**src/rtl/spi_pkg.sv**
```systemverilog
// Shared SPI definitions: default frame width and the slave FSM state encoding.
package spi_pkg;

    localparam int SPI_DATA_WIDTH = 16;

    typedef enum logic [1:0] {
        ST_IDLE    = 2'd0,
        ST_SHIFT   = 2'd1,
        ST_WAIT_SS = 2'd2
    } spi_state_e;

endpackage

```
**src/rtl/spi_sync_edge.sv**
```systemverilog
// Multi-stage synchronizer for one asynchronous pin, with rise/fall detection
// taken from one extra registered copy of the synchronized level.
module spi_sync_edge #(
    parameter int   SYNC_STAGES = 2,
    parameter logic RESET_VAL   = 1'b0
) (
    input  logic clk,
    input  logic rst,
    input  logic din,
    output logic sync,
    output logic rise,
    output logic fall
);

    logic [SYNC_STAGES-1:0] stage_reg;
    logic                   prev_reg;

    genvar gi;
    generate
        for (gi = 0; gi < SYNC_STAGES; gi++) begin : g_stage
            if (gi == 0) begin : g_first
                always_ff @(posedge clk or posedge rst) begin
                    if (rst) stage_reg[gi] <= RESET_VAL;
                    else     stage_reg[gi] <= din;
                end
            end else begin : g_next
                always_ff @(posedge clk or posedge rst) begin
                    if (rst) stage_reg[gi] <= RESET_VAL;
                    else     stage_reg[gi] <= stage_reg[gi-1];
                end
            end
        end
    endgenerate

    always_ff @(posedge clk or posedge rst) begin
        if (rst) prev_reg <= RESET_VAL;
        else     prev_reg <= stage_reg[SYNC_STAGES-1];
    end

    assign sync = stage_reg[SYNC_STAGES-1];
    assign rise = sync & ~prev_reg;
    assign fall = ~sync & prev_reg;

endmodule

```
**src/rtl/spi_slave.sv**
```systemverilog
// Oversampling SPI slave (CPOL=0): one MSB-first frame per ss assertion,
// one-entry transmit buffer, received words presented as a valid pulse.
module spi_slave
    import spi_pkg::*;
#(
    parameter int DATA_WIDTH  = SPI_DATA_WIDTH,
    parameter int SYNC_STAGES = 2
) (
    input  logic                  clk,
    input  logic                  rst,
    input  logic                  sclk,
    input  logic                  ss,
    input  logic                  mosi,
    output logic                  miso,
    input  logic [DATA_WIDTH-1:0] tx_data,
    input  logic                  tx_valid,
    output logic                  tx_ready,
    output logic [DATA_WIDTH-1:0] rx_data,
    output logic                  rx_valid,
    output logic                  busy,
    output logic                  frame_err,
    output logic                  tx_underrun
);

    localparam int CW = $clog2(DATA_WIDTH + 1);

    logic sclk_sync, sclk_fall;
    logic ss_sync, ss_rise, ss_fall;
    logic mosi_sync;

    spi_sync_edge #(.SYNC_STAGES(SYNC_STAGES), .RESET_VAL(1'b0)) u_sclk_sync (
        .clk(clk), .rst(rst), .din(sclk), .sync(sclk_sync), .rise(), .fall(sclk_fall)
    );
    spi_sync_edge #(.SYNC_STAGES(SYNC_STAGES), .RESET_VAL(1'b1)) u_ss_sync (
        .clk(clk), .rst(rst), .din(ss), .sync(ss_sync), .rise(ss_rise), .fall(ss_fall)
    );
    spi_sync_edge #(.SYNC_STAGES(SYNC_STAGES), .RESET_VAL(1'b0)) u_mosi_sync (
        .clk(clk), .rst(rst), .din(mosi), .sync(mosi_sync), .rise(), .fall()
    );

    spi_state_e            state_reg;
    logic [DATA_WIDTH-1:0] tx_buf_reg;
    logic                  tx_full_reg;
    logic [DATA_WIDTH-1:0] tx_shift_reg;
    logic [DATA_WIDTH-1:0] rx_shift_reg;
    logic [CW-1:0]         bit_cnt_reg;
    logic                  miso_reg;
    logic [DATA_WIDTH-1:0] rx_data_reg;
    logic                  rx_valid_reg;
    logic                  frame_err_reg;
    logic                  tx_underrun_reg;

    logic                  frame_start;
    logic                  shift_edge;
    logic [DATA_WIDTH-1:0] load_word;
    logic [DATA_WIDTH-1:0] rx_next;
    logic [CW-1:0]         cnt_next;

    // sclk activity only counts while the slave is selected
    assign shift_edge  = sclk_fall & ~ss_sync;
    assign frame_start = (state_reg == ST_IDLE) && ss_fall;
    assign load_word   = tx_full_reg ? tx_buf_reg : '0;
    assign rx_next     = {rx_shift_reg[DATA_WIDTH-2:0], mosi_sync};
    assign cnt_next    = bit_cnt_reg + 1'b1;

    // Frame start reads the old buffer state, so a same-cycle write is kept
    // for the following frame.
    always_ff @(posedge clk or posedge rst) begin
        if (rst) begin
            tx_buf_reg  <= '0;
            tx_full_reg <= 1'b0;
        end else begin
            if (frame_start)
                tx_full_reg <= 1'b0;
            if (tx_valid && !tx_full_reg) begin
                tx_buf_reg  <= tx_data;
                tx_full_reg <= 1'b1;
            end
        end
    end

    always_ff @(posedge clk or posedge rst) begin
        if (rst) begin
            state_reg       <= ST_IDLE;
            tx_shift_reg    <= '0;
            rx_shift_reg    <= '0;
            bit_cnt_reg     <= '0;
            miso_reg        <= 1'b0;
            rx_data_reg     <= '0;
            rx_valid_reg    <= 1'b0;
            frame_err_reg   <= 1'b0;
            tx_underrun_reg <= 1'b0;
        end else begin
            rx_valid_reg    <= 1'b0;
            frame_err_reg   <= 1'b0;
            tx_underrun_reg <= 1'b0;
            case (state_reg)
                ST_IDLE: begin
                    miso_reg <= 1'b0;
                    if (ss_fall) begin
                        state_reg       <= ST_SHIFT;
                        bit_cnt_reg     <= '0;
                        tx_shift_reg    <= load_word;
                        miso_reg        <= load_word[DATA_WIDTH-1];
                        tx_underrun_reg <= ~tx_full_reg;
                    end
                end
                ST_SHIFT: begin
                    if (ss_rise) begin
                        state_reg     <= ST_IDLE;
                        miso_reg      <= 1'b0;
                        frame_err_reg <= 1'b1;
                    end else if (shift_edge) begin
                        rx_shift_reg <= rx_next;
                        bit_cnt_reg  <= cnt_next;
                        tx_shift_reg <= {tx_shift_reg[DATA_WIDTH-2:0], 1'b0};
                        if (cnt_next == CW'(DATA_WIDTH)) begin
                            rx_data_reg  <= rx_next;
                            rx_valid_reg <= 1'b1;
                            miso_reg     <= 1'b0;
                            state_reg    <= ST_WAIT_SS;
                        end else begin
                            miso_reg <= tx_shift_reg[DATA_WIDTH-2];
                        end
                    end
                end
                ST_WAIT_SS: begin
                    miso_reg <= 1'b0;
                    if (ss_rise)
                        state_reg <= ST_IDLE;
                end
                default: state_reg <= ST_IDLE;
            endcase
        end
    end

    assign miso        = miso_reg;
    assign tx_ready    = ~tx_full_reg;
    assign rx_data     = rx_data_reg;
    assign rx_valid    = rx_valid_reg;
    assign busy        = (state_reg != ST_IDLE);
    assign frame_err   = frame_err_reg;
    assign tx_underrun = tx_underrun_reg;

endmodule

```
**config.mk**
```make
export PLATFORM = sky130hd
export DESIGN_NAME = spi_slave
export DESIGN_NICKNAME = d
export VERILOG_FILES = /design/src/rtl/spi_pkg.sv /design/src/rtl/spi_sync_edge.sv /design/src/rtl/spi_slave.sv
export SDC_FILE = /design/constraint.sdc
export NUM_CORES = 1
export LEC_CHECK = 0
export CORE_MARGIN = 1
export CORE_UTILIZATION = 40
export DETAILED_ROUTE_END_ITERATION = 10
export PLACE_DENSITY = 0.72
export SLEW_MARGIN = 40
export SYNTH_ARGS = -nofsm -noshare
export SYNTH_HDL_FRONTEND = slang
export SYNTH_HIERARCHICAL = 1
export SYNTH_SLANG_ARGS = --single-unit
```
**constraint.sdc**
```tcl
create_clock -name clk -period 4.7 [get_ports clk]
set_clock_uncertainty 0.1 [all_clocks]
set_input_delay 0.94 -clock clk [delete_from_list [all_inputs] [get_ports clk]]
set_output_delay 0.94 -clock clk [all_outputs]
set_load 0.01 [all_outputs]
```
==> impl_metrics.py, run 1 <==
metrics = {
    "timing": {
        "min_period_ns": 2.76,
        "rsz0062_at_grt": "false",
        "slew_violations": 0,
        "period_share_pct": 58.8,
        "slew_headroom_pct": 53.3,
        "max_slew.worst_pin.slew_ns": 0.701,
        "tns_ns": 0,
        "hold_viol": 0,
        "max_freq_mhz": 362,
        "holdWs_ns": 0.241,
        "setup_viol": 0,
    },
    "detailed_routing": {
        "drc": 0,
        "dr.pass1.iters": 4,
        "totalWireLength_mm": 5.13,
        "dr_total_vias": 1953,
        "routedWlPerCell_um": 12.8,
        "postRouteAntennaNets": 0,
        "vias_per_cell": 4.86,
        "drt_iter0_markers": 86,
    },
    "die": {
        "die_area_um2": 8770,
        "num_rows": 33,
        "start_util_pct": 41.1,
        "io_pins": 44,
        "coreArea_um2": 8180,
        "dieWidth_um": 93.6,
        "die_h_um": 93.6,
    },
    "global_route": {
        "grt_max_degree": 42,
        "antenna_found_initial": 0,
        "grt_use_total_pct": 13.6,
        "overflow": 0,
        "grt_pass1_vias": 1932,
        "grt_pass1_wl_mm": 8.99,
    },
    "status": {
        "status": "complete, no violations",
    },
    "synthesis": {
        "yosys_warnings": 6,
        "syn_inst": 245,
        "syn_area_um2": 3360,
        "synth_nets": 271,
        "syn_avg_cell_area_um2": 13.7,
    },
    "layout": {
        "drive_above_1_share_pct": 25.9,
        "multi_input_comb_area_um2": 1220,
        "fin_area_um2": 4090,
        "nets": 318,
        "n_antenna_cell": 0,
        "fillCellCount": 716,
        "area_growth_pct": 21.7,
        "seqCellArea_um2": 2060,
    },
    "setup_path": {
        "crit_arrival_ns": 1.72,
        "worstPathCellList": "inv_1 > ha_1 > inv_1 > clkdlybuf4s50_1",
        "max_stage_delay_ns": 0.56,
        "cp_slowest_cell": "clkdlybuf4s50_1",
        "start_kind": "register",
        "crit_type": "reg2out",
        "crit_fanout": 6,
        "crit_path_frequent_cell": "inv_1",
        "crit_path_end_kind": "primary output",
        "cp.required_ns": 3.66,
    },
    "placed_design": {
        "gp_congestion": 0.744,
        "hpwl_mm": 3.57,
        "place_area_um2": 3900,
        "port_buffers": 43,
    },
    "worst_hold_path": {
        "min_path_type": "reg2reg",
    },
    "clocking": {
        "htree_levels": 3,
        "clock_path_buffers": 2,
        "clkSlewWorstSetupHoldPaths_ns": 0.08,
        "cts_root_buf": "clkbuf_8",
        "post-cts-setup-buffers": 0,
        "cts_tree": "built",
        "holdBufCountCts": 0,
        "cts_made_buffers": 9,
        "cts_num_sinks": 82,
        "ctsResizeCount": 0,
        "clk_latency_ns": 0.35,
    },
    "run": {
        "cap_violations": 0,
    },
    "power": {
        "ir_drop_uv": 246,
        "leakage_nw": 1.85,
        "power_density_nw_per_um2": 471,
    },
}
==> per-stage QoR <==
step	total power [mW]	worst slack [ns]	utilization, %	std cells
3_3_place_gp	1.44	1.81	47.5	385
6_report	1.93	1.94	50.0	402
2_1_floorplan	1.32	1.78	-	245
4_1_cts	1.96	1.84	50.0	402
5_1_grt	2.06	1.85	50.0	402
3_5_place_dp	1.47	1.84	47.7	386
==> routing by layer <==
layer  up-vias  wire, um  global-route usage [%]
met5         -         0                       0
met4         0        79                    6.41
met3         9       196                    4.47
met2        41      2400                    20.8
met1       950      2460                    17.5
li1        953         -                       -
==> critical path, delay by kind of cell, from the launching register on <==
kind	cells	cell delay [ns]
adders and majority gates	1	0.26
buffers and inverters	3	0.77
DFF	1	0.36
==> area by class of cell <==
class	count	area share (%)
sequential	82	50.3
clock inverter	5	1.35
multi-input combinational	143	29.8
clock buffer	11	3.21
timing repair buffer	47	11.4
inverter	9	0.826
tap	105	3.21
==> cells in the final DEF (no fill, tap or decap), types with 3 or more instances in the layout <==
| cell | instances |
|---|---|
| dfrtp_1 | 79 |
| clkdlybuf4s50_1 | 43 |
| mux2_2 | 39 |
| nand2_1 | 20 |
| nor2_1 | 16 |
| a221o_1 | 14 |
| mux2_4 | 9 |
| clkbuf_8 | 9 |
| inv_1 | 8 |
| nor2b_1 | 7 |
| ha_1 | 4 |
| o21ai_0 | 3 |
| and2_1 | 3 |
| a22o_1 | 3 |
| buf_4 | 3 |
| dfstp_2 | 3 |
==> path summary, 6_finish.rpt <==
| check | start | end | slack (ns) | cells after the start |
|---|---|---|---|---|
| worst max-delay path | state_reg[0] | busy | 1.94 | 4 |
| worst min-delay path | u_mosi_sync/stage_reg[0] | u_mosi_sync/sync | 0.24 | 0 |
| worst max register to register | state_reg[1] | rx_data[6] | 2.09 | 6 |
| worst min register to register | u_mosi_sync/stage_reg[0] | u_mosi_sync/sync | 0.24 | 0 |
| max in group asynchronous | rst | bit_cnt_reg[3] | 2.54 | 3 |
| min in group asynchronous | rst | u_mosi_sync/sync | 0.74 | 2 |
==> power breakdown <==
| part | internal, mW | switching [mW] | leakage [nW] |
|---|---|---|---|
| Clock | 0.244 | 0.235 | 0.0893 |
| Combinational | 0.253 | 0.215 | 0.696 |
| Sequential | 0.876 | 0.101 | 1.07 |
No activity file was read; power rests on OpenSTA's default activity.
==> inputs of run 2 (changes only) <==
Clock period 4.7 ns to 2.7 ns, I/O delays scaled along.
==> run 2 against run 1 <==
Against the previous run:
- final cell count increased by 0.75%
- critical path depth unchanged
- register-to-register slack got worse by 1.5 ns
- global-route usage increased by 0.29 points
- non-clock buffer count increased by 3
- setup slack got worse by 1.6 ns
- clock power increased by 98%
- critical path type unchanged
- largest power group unchanged
- highest routed layer unchanged
==> impl_metrics.py, run 2 (synthesis results as in run 1) <==
metrics = {
    "placed_design": {
        "hpwl_mm": 3.63,
        "gp_congestion": 0.765,
        "pre_cts_ws_ns": 0.561,
        "port_buffers": 43,
    },
    "layout": {
        "nets": 321,
        "area_growth_pct": 22.9,
        "drive_above_1_share_pct": 26.3,
        "n_antenna_cell": 0,
        "layout_common_cells": "dfrtp_1 (79), clkdlybuf4s50_1 (43), mux2_2 (39), nand2_1 (20), nor2_1 (16)",
        "mostFrequentLayoutCell": "dfrtp_1",
        "post-route-util_pct": 50.5,
    },
    "timing": {
        "slew_headroom_pct": 53.1,
        "slew_violations": 0,
        "setup_slack_ns": 0.357,
        "max_slew.worst_pin.slew_ns": 0.703,
        "holdWs_ns": 0.254,
        "tns_ns": 0,
        "min_period_ns": 2.34,
        "period_share_pct": 86.8,
        "max_freq_mhz": 427,
        "setup_viol": 0,
        "hold_viol": 0,
        "rsz0062_at_grt": "false",
    },
    "setup_path": {
        "crit_arrival_ns": 1.70,
        "cp_slowest_cell": "clkdlybuf4s50_1",
        "start_kind": "register",
        "crit_path_end_kind": "primary output",
        "max_stage_delay_ns": 0.56,
        "worstPathCellList": "inv_1 > ha_1 > inv_1 > clkdlybuf4s50_1",
        "crit_fanout": 6,
        "crit_type": "reg2out",
        "crit_path_frequent_cell": "inv_1",
        "cp.required_ns": 2.06,
    },
    "clocking": {
        "ctsResizeCount": 0,
        "clkSlewWorstSetupHoldPaths_ns": 0.08,
        "clk_latency_ns": 0.35,
        "post-cts-setup-buffers": 0,
        "holdBufCountCts": 0,
        "cts_num_sinks": 82,
        "cts_made_buffers": 9,
        "clock_path_buffers": 2,
        "htree_levels": 3,
        "cts_tree": "built",
        "cts_root_buf": "clkbuf_8",
    },
    "detailed_routing": {
        "dr.pass1.iters": 4,
        "totalWireLength_mm": 5.28,
        "drt_iter0_markers": 72,
        "dr_total_vias": 2018,
        "vias_per_cell": 4.98,
        "drc": 0,
        "routedWlPerCell_um": 13.0,
        "postRouteAntennaNets": 0,
    },
    "global_route": {
        "grt.met1_usage_pct": 17.5,
        "antenna_found_initial": 0,
        "grt_pass1_vias": 2008,
        "met3_usage_pct": 4.96,
        "overflow": 0,
        "met2_usage_pct": 22.5,
        "grt_max_degree": 42,
        "grt_pass1_wl_mm": 9.33,
        "busiest_layer": "met2",
        "grt_use_total_pct": 13.9,
    },
    "die": {
        "coreArea_um2": 8180,
        "io_pins": 44,
        "dieWidth_um": 93.6,
        "die_area_um2": 8770,
        "die_h_um": 93.6,
        "num_rows": 33,
        "start_util_pct": 41.1,
    },
    "run": {
        "cap_violations": 0,
    },
    "status": {
        "status": "complete, no violations",
    },
    "power": {
        "power_density_nw_per_um2": 841,
        "ir_drop_uv": 440,
        "power_mw": 3.47,
        "leakage_nw": 1.88,
    },
    "worst_hold_path": {
        "min_path_type": "reg2reg",
    },
}
==> run 2: cell types whose count changed in the layout (fill, tap and decap cells not counted), sizes merged <==
cell	before	now
buf	4	7
bufinv	1	2
clkbuf	11	10
clkinvlp	2	1
inv	9	10
==> run 2: routing by layer <==
layer  wire length [um]  up-vias  share of wire, %
li1                   -      959                 -
met1               2420     1005                46
met2               2580       47                49
met3                238        7               4.5
met4                 48        0              0.91
met5                  0        -                 0
==> run 2: final timing paths <==
| path | start | end | slack (ns) | cells past startpoint |
|---|---|---|---|---|
| max in group asynchronous | rst | bit_cnt_reg[3] | 1.51 | 3 |
| worst min register to register | u_sclk_sync/stage_reg[0] | u_sclk_sync/sync | 0.25 | 0 |
| worst min-delay path | u_sclk_sync/stage_reg[0] | u_sclk_sync/sync | 0.25 | 0 |
| worst max-delay path | state_reg[0] | busy | 0.36 | 4 |
| min in group asynchronous | rst | u_mosi_sync/sync | 0.34 | 2 |
| worst max register to register | state_reg[1] | bit_cnt_reg[2] | 0.55 | 6 |
==> run 2: layout make-up <==
class                      count  area, um^2
tap                          105         131
clock inverter                 6        90.1
fill                         694        4050
sequential                    82        2060
multi-input combinational    143        1210
inverter                       9        33.8
clock buffer                  10         128
timing repair buffer          50         483
==> run 2: per-stage QoR <==
| stage | std cells | cell area (um^2) |
|---|---|---|
| after floorplan | 245 | 3360 |
| after global placement | 389 | 3910 |
| after detailed placement | 389 | 3910 |
| after CTS | 405 | 4130 |
| after global routing | 405 | 4130 |
| final | 405 | 4130 |
==> run 2: worst max-delay path: cells and delay by family, from the launching register on <==
family,cells,cell delay [ns]
adders and majority gates,1,0.26
buffers and inverters,3,0.74
DFF,1,0.36
==> run 2: power breakdown <==
part | total [mW] | internal (mW) | switching (mW)
registers | 1.70 | 1.53 | 0.177
logic | 0.819 | 0.447 | 0.373
clock network | 0.950 | 0.524 | 0.426
